<file path="config.mk">
export PLATFORM = sky130hd
export DESIGN_NAME = core_io_peripheral_flat
export DESIGN_NICKNAME = d
export VERILOG_FILES = /design/src/rtl/core_io_peripheral_if.sv /design/src/rtl/core_io_peripheral.sv /design/src/flat_wrapper.sv
export SDC_FILE = /design/constraint.sdc
export NUM_CORES = 1
export LEC_CHECK = 0
export CAP_MARGIN = 10
export CELL_PAD_IN_SITES_DETAIL_PLACEMENT = 2
export CELL_PAD_IN_SITES_GLOBAL_PLACEMENT = 2
export CORE_MARGIN = 2
export CORE_UTILIZATION = 25
export CTS_CLUSTER_DIAMETER = 100
export DETAILED_ROUTE_END_ITERATION = 8
export GPL_TIMING_DRIVEN = 0
export PLACE_DENSITY = 0.55
export SLEW_MARGIN = 10
export SYNTH_ARGS = -nofsm -noshare
export SYNTH_HDL_FRONTEND = slang
export SYNTH_SLANG_ARGS = --single-unit
</file>
<file path="constraint.sdc">
create_clock -name clock -period 8.2 [get_ports clock]
set_input_delay 1.64 -clock clock [delete_from_list [all_inputs] [get_ports clock]]
set_output_delay 1.64 -clock clock [all_outputs]
set_load 0.01 [all_outputs]
</file>
<file path="src/rtl/core_io_peripheral_if.sv">
// Bundle of the core-side and host-side handshake signals of the I/O endpoint.
// The slave modport is the peripheral's view. The master modport is the view of
// the environment that drives the core and host ports.
interface core_io_peripheral_if #(
  parameter int DATA_WIDTH = 32
);
  // Valid/ready semantics on both host ports: a word moves on a rising clock
  // edge where valid and ready are both high. Valid must not depend
  // combinationally on ready. The core-side ports are unacknowledged
  // single-cycle pulses.
  logic [1:0]            core_to_peripheral;
  logic [DATA_WIDTH-1:0] core_to_peripheral_data;
  logic                  core_to_peripheral_valid;
  logic [1:0]            core_from_peripheral;
  logic [DATA_WIDTH-1:0] core_from_peripheral_data;
  logic                  core_from_peripheral_valid;
  logic                  host_rd_valid;
  logic                  host_rd_ready;
  logic [1:0]            host_rd_code;
  logic [DATA_WIDTH-1:0] host_rd_data;
  logic                  host_wr_valid;
  logic                  host_wr_ready;
  logic [1:0]            host_wr_code;
  logic [DATA_WIDTH-1:0] host_wr_data;

  modport slave (
    input  core_to_peripheral, core_to_peripheral_data, core_to_peripheral_valid,
    output core_from_peripheral, core_from_peripheral_data, core_from_peripheral_valid,
    output host_rd_valid, host_rd_code, host_rd_data,
    input  host_rd_ready,
    input  host_wr_valid, host_wr_code, host_wr_data,
    output host_wr_ready
  );

  modport master (
    output core_to_peripheral, core_to_peripheral_data, core_to_peripheral_valid,
    input  core_from_peripheral, core_from_peripheral_data, core_from_peripheral_valid,
    input  host_rd_valid, host_rd_code, host_rd_data,
    output host_rd_ready,
    output host_wr_valid, host_wr_code, host_wr_data,
    input  host_wr_ready
  );
endinterface

</file>
<file path="src/rtl/core_io_peripheral.sv">
// Peripheral endpoint beside a RISC-V core.
// Core results are buffered in a first-word-fall-through FIFO that the host
// drains. Host words are presented to the core as spaced single-cycle pulses.
module core_io_peripheral #(
  parameter int DATA_WIDTH     = 32,
  parameter int FIFO_DEPTH     = 8,
  parameter int FIFO_ADDR_BITS = 3,
  parameter int MIN_GAP        = 2
) (
  input  logic                    clock,
  input  logic                    reset,
  core_io_peripheral_if.slave     bus,
  output logic [FIFO_ADDR_BITS:0] fifo_count,
  output logic                    overflow,
  output logic [7:0]              drop_count,
  input  logic                    clear_overflow,
  output logic [1:0]              fsm_state
);

  localparam int EW    = DATA_WIDTH + 2;
  localparam int GAP_W = (MIN_GAP > 1) ? $clog2(MIN_GAP) : 1;
  localparam logic [FIFO_ADDR_BITS:0]   FULL_CNT = (FIFO_ADDR_BITS + 1)'(FIFO_DEPTH);
  localparam logic [FIFO_ADDR_BITS:0]   CNT_ONE  = (FIFO_ADDR_BITS + 1)'(1);
  localparam logic [FIFO_ADDR_BITS-1:0] PTR_ONE  = FIFO_ADDR_BITS'(1);
  localparam logic [GAP_W-1:0]          GAP_LOAD = GAP_W'(MIN_GAP - 1);
  localparam logic [GAP_W-1:0]          GAP_ONE  = GAP_W'(1);

  // ---------------- result FIFO (core -> host) ----------------
  logic [EW-1:0]             mem_q [FIFO_DEPTH];
  logic [FIFO_ADDR_BITS-1:0] wr_ptr_q, rd_ptr_q;
  logic [FIFO_ADDR_BITS:0]   count_q, count_d;
  logic                      overflow_q, overflow_d;
  logic [7:0]                drop_q, drop_d;
  logic                      empty, full, pop, push_ok, drop;

  // Pop is evaluated first so a full FIFO that is popping still accepts a push.
  always_comb begin
    empty   = (count_q == '0);
    full    = (count_q == FULL_CNT);
    pop     = !empty && bus.host_rd_ready;
    push_ok = bus.core_to_peripheral_valid && (!full || pop);
    drop    = bus.core_to_peripheral_valid && full && !pop;
  end

  // Next occupancy and drop bookkeeping. A drop beats a same-cycle clear.
  always_comb begin
    count_d    = count_q;
    overflow_d = overflow_q;
    drop_d     = drop_q;
    if (push_ok && !pop)      count_d = count_q + CNT_ONE;
    else if (!push_ok && pop) count_d = count_q - CNT_ONE;
    if (drop) begin
      overflow_d = 1'b1;
      if (clear_overflow)      drop_d = 8'd1;
      else if (drop_q != 8'hFF) drop_d = drop_q + 8'd1;
    end else if (clear_overflow) begin
      overflow_d = 1'b0;
      drop_d     = 8'd0;
    end
  end

  // Storage write; the contents need no reset because the outputs are gated by occupancy.
  always_ff @(posedge clock) begin
    if (push_ok) mem_q[wr_ptr_q] <= {bus.core_to_peripheral, bus.core_to_peripheral_data};
  end

  // Pointers, occupancy and overflow status.
  always_ff @(posedge clock or posedge reset) begin
    if (reset) begin
      wr_ptr_q   <= '0;
      rd_ptr_q   <= '0;
      count_q    <= '0;
      overflow_q <= 1'b0;
      drop_q     <= 8'd0;
    end else begin
      if (push_ok) wr_ptr_q <= wr_ptr_q + PTR_ONE;
      if (pop)     rd_ptr_q <= rd_ptr_q + PTR_ONE;
      count_q    <= count_d;
      overflow_q <= overflow_d;
      drop_q     <= drop_d;
    end
  end

  // The head entry is shown directly from storage and forced to zero while empty.
  always_comb begin
    bus.host_rd_valid = !empty;
    bus.host_rd_code  = empty ? 2'b00 : mem_q[rd_ptr_q][EW-1 -: 2];
    bus.host_rd_data  = empty ? '0 : mem_q[rd_ptr_q][DATA_WIDTH-1:0];
    fifo_count        = count_q;
    overflow          = overflow_q;
    drop_count        = drop_q;
  end

  // ---------------- core-bound pulse FSM (host -> core) ----------------
  typedef enum logic [1:0] {
    S_IDLE    = 2'd0,
    S_PRESENT = 2'd1,
    S_GAP     = 2'd2
  } state_t;

  state_t                state_q;
  logic [GAP_W-1:0]      gap_q;
  logic                  cvalid_q;
  logic                  wready_q;
  logic [1:0]            ccode_q;
  logic [DATA_WIDTH-1:0] cdata_q;

  // The GAP state lasts MIN_GAP cycles, which spaces pulse starts by MIN_GAP+2 cycles.
  always_ff @(posedge clock or posedge reset) begin
    if (reset) begin
      state_q  <= S_IDLE;
      gap_q    <= '0;
      cvalid_q <= 1'b0;
      wready_q <= 1'b1;
      ccode_q  <= 2'b00;
      cdata_q  <= '0;
    end else begin
      case (state_q)
        S_IDLE: begin
          if (bus.host_wr_valid) begin
            ccode_q  <= bus.host_wr_code;
            cdata_q  <= bus.host_wr_data;
            cvalid_q <= 1'b1;
            wready_q <= 1'b0;
            state_q  <= S_PRESENT;
          end
        end
        S_PRESENT: begin
          cvalid_q <= 1'b0;
          gap_q    <= GAP_LOAD;
          state_q  <= S_GAP;
        end
        S_GAP: begin
          if (gap_q == '0) begin
            wready_q <= 1'b1;
            state_q  <= S_IDLE;
          end else begin
            gap_q <= gap_q - GAP_ONE;
          end
        end
        default: begin
          cvalid_q <= 1'b0;
          wready_q <= 1'b1;
          state_q  <= S_IDLE;
        end
      endcase
    end
  end

  // Core-bound outputs come straight from registers, so reset clears the pulse at once.
  always_comb begin
    bus.core_from_peripheral       = ccode_q;
    bus.core_from_peripheral_data  = cdata_q;
    bus.core_from_peripheral_valid = cvalid_q;
    bus.host_wr_ready              = wready_q;
    fsm_state                      = state_q;
  end

endmodule

</file>
<file path="src/flat_wrapper.sv">
// flat-port wrapper written by rule: the top's interface ports become plain ports
module core_io_peripheral_flat 
#(
  parameter int DATA_WIDTH     = 32,
  parameter int FIFO_DEPTH     = 8,
  parameter int FIFO_ADDR_BITS = 3,
  parameter int MIN_GAP        = 2
)
  (clock, reset, fifo_count, overflow, drop_count, clear_overflow, fsm_state, bus_core_to_peripheral, bus_core_to_peripheral_data, bus_core_to_peripheral_valid, bus_core_from_peripheral, bus_core_from_peripheral_data, bus_core_from_peripheral_valid, bus_host_rd_valid, bus_host_rd_code, bus_host_rd_data, bus_host_rd_ready, bus_host_wr_valid, bus_host_wr_code, bus_host_wr_data, bus_host_wr_ready);
  core_io_peripheral_if #(.DATA_WIDTH(DATA_WIDTH)) bus_i ();
  input  logic clock;
  input  logic reset;
  output logic [FIFO_ADDR_BITS:0] fifo_count;
  output logic overflow;
  output logic [7:0] drop_count;
  input  logic clear_overflow;
  output logic [1:0] fsm_state;
  input wire logic [$bits(bus_i.core_to_peripheral)-1:0] bus_core_to_peripheral;
  input wire logic [$bits(bus_i.core_to_peripheral_data)-1:0] bus_core_to_peripheral_data;
  input wire logic [$bits(bus_i.core_to_peripheral_valid)-1:0] bus_core_to_peripheral_valid;
  output wire logic [$bits(bus_i.core_from_peripheral)-1:0] bus_core_from_peripheral;
  output wire logic [$bits(bus_i.core_from_peripheral_data)-1:0] bus_core_from_peripheral_data;
  output wire logic [$bits(bus_i.core_from_peripheral_valid)-1:0] bus_core_from_peripheral_valid;
  output wire logic [$bits(bus_i.host_rd_valid)-1:0] bus_host_rd_valid;
  output wire logic [$bits(bus_i.host_rd_code)-1:0] bus_host_rd_code;
  output wire logic [$bits(bus_i.host_rd_data)-1:0] bus_host_rd_data;
  input wire logic [$bits(bus_i.host_rd_ready)-1:0] bus_host_rd_ready;
  input wire logic [$bits(bus_i.host_wr_valid)-1:0] bus_host_wr_valid;
  input wire logic [$bits(bus_i.host_wr_code)-1:0] bus_host_wr_code;
  input wire logic [$bits(bus_i.host_wr_data)-1:0] bus_host_wr_data;
  output wire logic [$bits(bus_i.host_wr_ready)-1:0] bus_host_wr_ready;
  assign bus_i.core_to_peripheral = bus_core_to_peripheral;
  assign bus_i.core_to_peripheral_data = bus_core_to_peripheral_data;
  assign bus_i.core_to_peripheral_valid = bus_core_to_peripheral_valid;
  assign bus_core_from_peripheral = bus_i.core_from_peripheral;
  assign bus_core_from_peripheral_data = bus_i.core_from_peripheral_data;
  assign bus_core_from_peripheral_valid = bus_i.core_from_peripheral_valid;
  assign bus_host_rd_valid = bus_i.host_rd_valid;
  assign bus_host_rd_code = bus_i.host_rd_code;
  assign bus_host_rd_data = bus_i.host_rd_data;
  assign bus_i.host_rd_ready = bus_host_rd_ready;
  assign bus_i.host_wr_valid = bus_host_wr_valid;
  assign bus_i.host_wr_code = bus_host_wr_code;
  assign bus_i.host_wr_data = bus_host_wr_data;
  assign bus_host_wr_ready = bus_i.host_wr_ready;
  core_io_peripheral #(.DATA_WIDTH(DATA_WIDTH), .FIFO_DEPTH(FIFO_DEPTH), .FIFO_ADDR_BITS(FIFO_ADDR_BITS), .MIN_GAP(MIN_GAP)) u_core (.clock(clock), .reset(reset), .bus(bus_i), .fifo_count(fifo_count), .overflow(overflow), .drop_count(drop_count), .clear_overflow(clear_overflow), .fsm_state(fsm_state));
endmodule
</file>
# Word level (Yosys, flattened, before mapping)
# Memories as Yosys holds them, arrays and structs flattened.
# Cells that the tools add are included.
[word_totals]
n_memories = 1
ram_bits = 272
reg_bits = 58
[op_classes]
n_reduce_logical = 22
add_sub_neg = 6
bitwise = 2
n_eq_ne = 6
n_mux = 22
[mem_list]
columns = ["memory", "words", "width", "rd", "rd_ports_with_merged_regs", "write_ports", "line", "text"]
rows = [
  ["u_core.mem_q", 8, 34, 1, 0, 1, "core_io_peripheral.sv:29", "logic [EW-1:0] mem_q [FIFO_DEPTH];"],
]
[op_table]
columns = ["op", "n"]
rows = [
  ["$mux W32", 1],
  ["$mux W8", 4],
  ["$add A8 B1 Y8 const B", 1],
  ["$mux W1", 8],
  ["$mux W4", 2],
  ["$ne A8 B8 Y1 const B", 1],
  ["$reduce_and A2 Y1", 4],
  ["$reduce_bool A2 Y1", 4],
  ["$add A3 B1 Y3 const B", 2],
  ["$logic_and A1 B1 Y1", 6],
  ["$mux W2", 3],
  ["$pmux W2 S3", 1],
  ["$add A4 B1 Y4 const B", 1],
  ["$eq A4 B4 Y1 const B", 1],
  ["$logic_not A1 Y1", 4],
  ["$logic_not A4 Y1", 1],
  ["$ne A2 B2 Y1 const B", 2],
  ["$pmux W1 S2", 2],
  ["$sub A4 B1 Y4 const B", 1],
  ["$pmux W1 S3", 1],
  ["$reduce_and A3 Y1", 1],
  ["$eq A2 B1 Y1 const B", 1],
  ["$eq A2 B2 Y1 const B", 1],
  ["$logic_not A2 Y1", 1],
  ["other kinds (3)", 4],
]

# Depth between registers and ports, before layout
[depth]
depth_word = 9
mapped_depth = 11

# Worst setup path after synthesis
# Ideal clock, no wire load.
[synth_path]
kind = "input to register"
startpoint = "in bus_host_rd_ready"
endpoint = "mem u_core.mem_q[0][0] in the netlist's numbering, enable pin"
path_stages = 5
path_slack_ns = 3.346
t_required_ns = 7.733
arrival_ns = 4.387
path_cell_list = "or2b_1 > o21ai_1 > inv_1 > nand2b_1 > nor3_1"
[synth_between]
elab_chain_cells = 5
[synth_rtl]
columns = ["item", "line", "text"]
rows = [
  ["start, declared", "flat_wrapper.sv:27", "input wire logic [$bits(bus_i.host_rd_ready)-1:0] bus_host_rd_ready;"],
  ["$logic_and A1 B1 Y1", "core_io_peripheral.sv:40", "pop = !empty && bus.host_rd_ready;"],
  ["$logic_or A1 B1 Y1", "core_io_peripheral.sv:41", "push_ok = bus.core_to_peripheral_valid && (!full || pop);"],
  ["$logic_and A1 B1 Y1", "core_io_peripheral.sv:41", ""],
  ["named net u_core.push_ok", "core_io_peripheral.sv:34", "logic empty, full, pop, push_ok, drop;"],
  ["$mux W1", "core_io_peripheral.sv:64", "if (push_ok) mem_q[wr_ptr_q] <= {bus.core_to_peripheral, bus.core_to_peripheral_data};"],
  ["$mux W1 (not written as such)", "core_io_peripheral.sv:64", ""],
  ["end, declared", "core_io_peripheral.sv:29", ""],
]
# The timed path passes the listed nets, and every way through them passes these cells.

# Worst setup path after layout
[layout_path]
startpoint = "reg u_core.count_q[0], in the netlist u_core.fifo_count[0]"
endpoint = "out bus_host_rd_code[0]"
[layout_between]
elab_chain_cells = 2
[layout_rtl]
columns = ["item", "line", "text"]
rows = [
  ["start, declared", "core_io_peripheral.sv:31", "logic [FIFO_ADDR_BITS:0] count_q, count_d;"],
  ["start signal, assigned", "core_io_peripheral.sv:78", "count_q <= count_d;"],
  ["$logic_not A4 Y1", "core_io_peripheral.sv:38", "empty = (count_q == '0);"],
  ["$mux W2", "core_io_peripheral.sv:87", "bus.host_rd_code = empty ? 2'b00 : mem_q[rd_ptr_q][EW-1 -: 2];"],
  ["end, declared", "flat_wrapper.sv:25", "output wire logic [$bits(bus_i.host_rd_code)-1:0] bus_host_rd_code;"],
]
# Every way passes these cells.

==> PnR_summary.wiki <==
{| class="wikitable"
! Metric !! Value
|-
| Clock Tree Buf Depth || 3
|-
| Routed Wire Length || 34400 um
|-
| Top-level I/O count || 160
|-
| Overall die area || 53500 um2
|-
| Count of unique library cells instantiated by Yosys || 49
|-
| Clock skew || 0.0242 ns
|-
| Launch instance of the worst min-delay path || u_core.overflow
|-
| Final antenna diode count || 0
|-
| Headroom to the max-slew limit || 28.6%
|-
| Portion of the post-synthesis area used by sequential elements || 74.5%
|-
| Maximum capacitance violations || 0
|-
| Clock tree sinks || 330
|-
| Clock buffer count from CTS || 39
|-
| Period utilisation layout || 59.4%
|-
| 1st-pass router iterations || 4
|-
| Final Slew Violations || 0
|-
| Effective utilization at floorplan || 25.2%
|-
| Shortest clock period the worst path allows after layout || 4.87 ns
|-
| Count of flip-flops with a built-in enable after synthesis || 272
|-
| Number of fill cells || 5057
|-
| Chip Height || 231 um
|-
| Congestion Overflow GR || 0
|-
| Most used cells in the layout excluding fill and tap cells || sky130_fd_sc_hd__edfxtp_1 (272), sky130_fd_sc_hd__clkdlybuf4s50_1 (159), sky130_fd_sc_hd__mux4_2 (68)
|-
| Worst-Margin Slew || 1.07 ns
|-
| Power per unit of standard cell area || 373 nW/um2
|-
| F_max || 205 MHz
|-
| Width of the chip || 231 um
|-
| CTS tree || built
|-
| Floorplan core area || 51200 um2
|-
| Met2 WL || 17000 um
|-
| Total track usage || 13.1%
|-
| RSZ-0062 raised after global routing || no
|-
| Antenna violations before repair || 1
|-
| Number of global-route vias before repair || 7834
|-
| Most used DFF post-synth || sky130_fd_sc_hd__edfxtp_1
|-
| Crit path launch type || register
|-
| Clock transition at the registers of the reported paths || 0.05 ns
|-
| Final Core Density || 33.4%
|-
| Reg-to-Reg Start || u_core.fifo_count[0]
|-
| Net Count, Synth || 728
|-
| Worst setup path class || register to output pin
|-
| Layout Area Growth over Synthesis || 32.3%
|-
| Port Buf Inserts || 159
|-
| Total of flip-flops plus latches after synthesis || 330
|-
| Cell area after placement || 15700 um2
|-
| Largest net degree at the start of global routing || 48
|-
| Routability congestion estimate from global placement || 0.708
|-
| Number of buffers inserted for hold repair after clock tree synthesis || 0
|-
| Vias post-DR || 6848
|-
| Worst min-delay path category || register to register
|-
| Post-route standard cell area excluding fillers || 17100 um2
|-
| Count of unresolved DRC violations after routing || 0
|-
| Kind of capture point of the worst setup path || output pin
|-
| Leakage power figure || 5.84 nW
|-
| Arrival time worst endpoint || 3.23 ns
|-
| DRT iter0 DRCs || 331
|-
| Antenna viol nets, final || 0
|-
| Number of warnings issued by yosys || 0
|-
| Hold Vio Cnt, Final || 0
|-
| Wire length of the first global-routing pass || 52000 um
|-
| Count of standard-cell rows || 83
|-
| Vias/cell || 4.36
|-
| Share of synthesized registers carrying an async set or reset || 17.6%
|-
| Average wire length per cell after detail routing || 21.9 um
|-
| Largest fanout on the critical path || 10
|-
| Master cell of the clock root buffer || sky130_fd_sc_hd__clkbuf_16
|-
| Layout cell share with drive strength beyond 1 || 23.3%
|-
| Power consumption || 6.37 mW
|-
| Post-CTS setup repair buffer count || 0
|-
| Highest routed layer || met5
|-
| # nets final || 946
|-
| Level count of the clock H-tree || 2
|-
| Gate Count Post-Synth || 643
|-
| Synthesized area divided by synthesized cell count || 20.1 um2
|-
| Resized Gates After CTS || 0
|-
| Setup violators final || 0
|-
| Outcome || complete, no violations
|-
| Required time at the worst-slack endpoint || 6.56 ns
|-
| Most frequent standard cell in the layout excluding fill and tap cells || sky130_fd_sc_hd__edfxtp_1
|-
| Cell area after synthesis || 12900 um2
|-
| Routed metal-1 wirelength || 15200 um
|-
| Tightest hold margin || 0.490 ns
|-
| Met3 wirelength from detailed routing || 1600 um
|-
| Clock latency reported for the late side of the worst-skew pair || 0.55 ns
|-
| IR Drop Worst-Case VDD || 0.145 mV
|-
| Detail Placement HPWL || 23000 um
|-
| First element of the critical path || u_core.fifo_count[0]
|}
## report_power, final
part,total (mW),internal [mW],switching [mW]
Sequential,2.26,2.13,0.134
Combinational,2.25,1.15,1.10
Clock,1.86,1.16,0.699
## state kept, by name, summed over array words and instances, names as in the netlist
register and flops:
u_core.rd_ptr_q 3, u_core.drop_count 8, u_core.fifo_count 4, u_core.bus.host_wr_ready 1, u_core.gap_q 1, u_core.bus.core_from_peripheral 2
u_core.bus.core_from_peripheral_data 32, u_core.mem_q 272, u_core.overflow 1, u_core.bus.core_from_peripheral_valid 1, u_core.wr_ptr_q 3, u_core.fsm_state 2
## worst paths after layout
| kind | endpoint | slack [ns] | cells past startpoint |
|---|---|---|---|
| worst min-delay path | u_core.overflow | 0.49 | 1 |
| worst max register to register | u_core.fifo_count[3] | 4.86 | 11 |
| max in group asynchronous | u_core.fifo_count[1] | 6.31 | 3 |
| min in group asynchronous | u_core.bus.core_from_peripheral_data[20] | 1.37 | 2 |
| worst max-delay path | bus_host_rd_code[0] | 3.33 | 5 |
| worst min register to register | u_core.overflow | 0.49 | 1 |
## synthesized netlist by cell type, types with 2 or more instances
master | count | area [um2]
sky130_fd_sc_hd__nand3b_1 | 3 | 22.5
sky130_fd_sc_hd__inv_1 | 11 | 41.3
sky130_fd_sc_hd__nor4_1 | 2 | 12.5
sky130_fd_sc_hd__nor3_1 | 5 | 25.0
sky130_fd_sc_hd__nor2_1 | 43 | 161
sky130_fd_sc_hd__nand2_1 | 16 | 60.1
sky130_fd_sc_hd__clkbuf_1 | 14 | 52.6
sky130_fd_sc_hd__nand2b_1 | 3 | 18.8
sky130_fd_sc_hd__ha_1 | 10 | 125
sky130_fd_sc_hd__o21ai_0 | 4 | 20.0
sky130_fd_sc_hd__and3_1 | 2 | 12.5
sky130_fd_sc_hd__mux2_2 | 37 | 417
sky130_fd_sc_hd__dfrtp_1 | 57 | 1430
sky130_fd_sc_hd__mux4_2 | 68 | 1530
sky130_fd_sc_hd__mux2i_1 | 34 | 340
sky130_fd_sc_hd__or3_1 | 3 | 18.8
sky130_fd_sc_hd__a21o_1 | 3 | 22.5
sky130_fd_sc_hd__edfxtp_1 | 272 | 8170
sky130_fd_sc_hd__xnor2_1 | 5 | 43.8
sky130_fd_sc_hd__buf_1 | 3 | 11.3
sky130_fd_sc_hd__nand3_1 | 3 | 15.0
sky130_fd_sc_hd__a21oi_1 | 11 | 55.1
sky130_fd_sc_hd__buf_2 | 8 | 40.0
## through the flow
step	setup TNS, ns	instances	worst slack [ns]
3_3_place_gp	-11.91	1482	-0.185
2_1_floorplan	0	643	3.35
3_5_place_dp	0	1500	3.56
6_report	0	1570	3.33
5_1_grt	0	1570	3.14
4_1_cts	0	1570	3.22
## layer usage
layer / track usage [%] / vias to the layer above
met4: 3.29 / 2
met5: 0 / -
li1: - / 3006
met2: 21.8 / 131
met3: 3.00 / 45
met1: 17.3 / 3664
## critical path: stages, from the launching register on
cell                              delay (ns)
sky130_fd_sc_hd__dfrtp_1                0.49
sky130_fd_sc_hd__or3_1                  0.52
sky130_fd_sc_hd__nor2_4                 0.31
sky130_fd_sc_hd__clkbuf_1               0.59
sky130_fd_sc_hd__nor2_1                 0.24
sky130_fd_sc_hd__clkdlybuf4s50_1        0.54
## cell families (layout without fill, tap and decap cells)
logic type	Yosys count	in the layout	share of synthesized area (%)
xor gates and xnor gates	5	5	0.339
adders and majority gates	11	11	1.12
AOI/OAI and AO/OA	29	29	1.45
and+or+nand+nor	89	89	3.47
buffers and inverters	39	286	1.30
muxes	140	140	17.8
DFF	330	330	74.5
## area by class of cell
| cell class | count | area, um2 | share of cell area, % |
|---|---|---|---|
| Buffer | 27 | 123 | 0.718 |
| Sequential cell | 330 | 9620 | 56.3 |
| Multi-Input combinational cell | 274 | 3180 | 18.6 |
| Tap cell | 680 | 851 | 4.98 |
| Clock buffer | 43 | 991 | 5.80 |
| Inverter | 12 | 47.5 | 0.278 |
| Timing Repair Buffer | 177 | 1900 | 11.1 |
| Clock inverter | 27 | 372 | 2.18 |
Note: power is estimated with default switching activity, not from simulation.
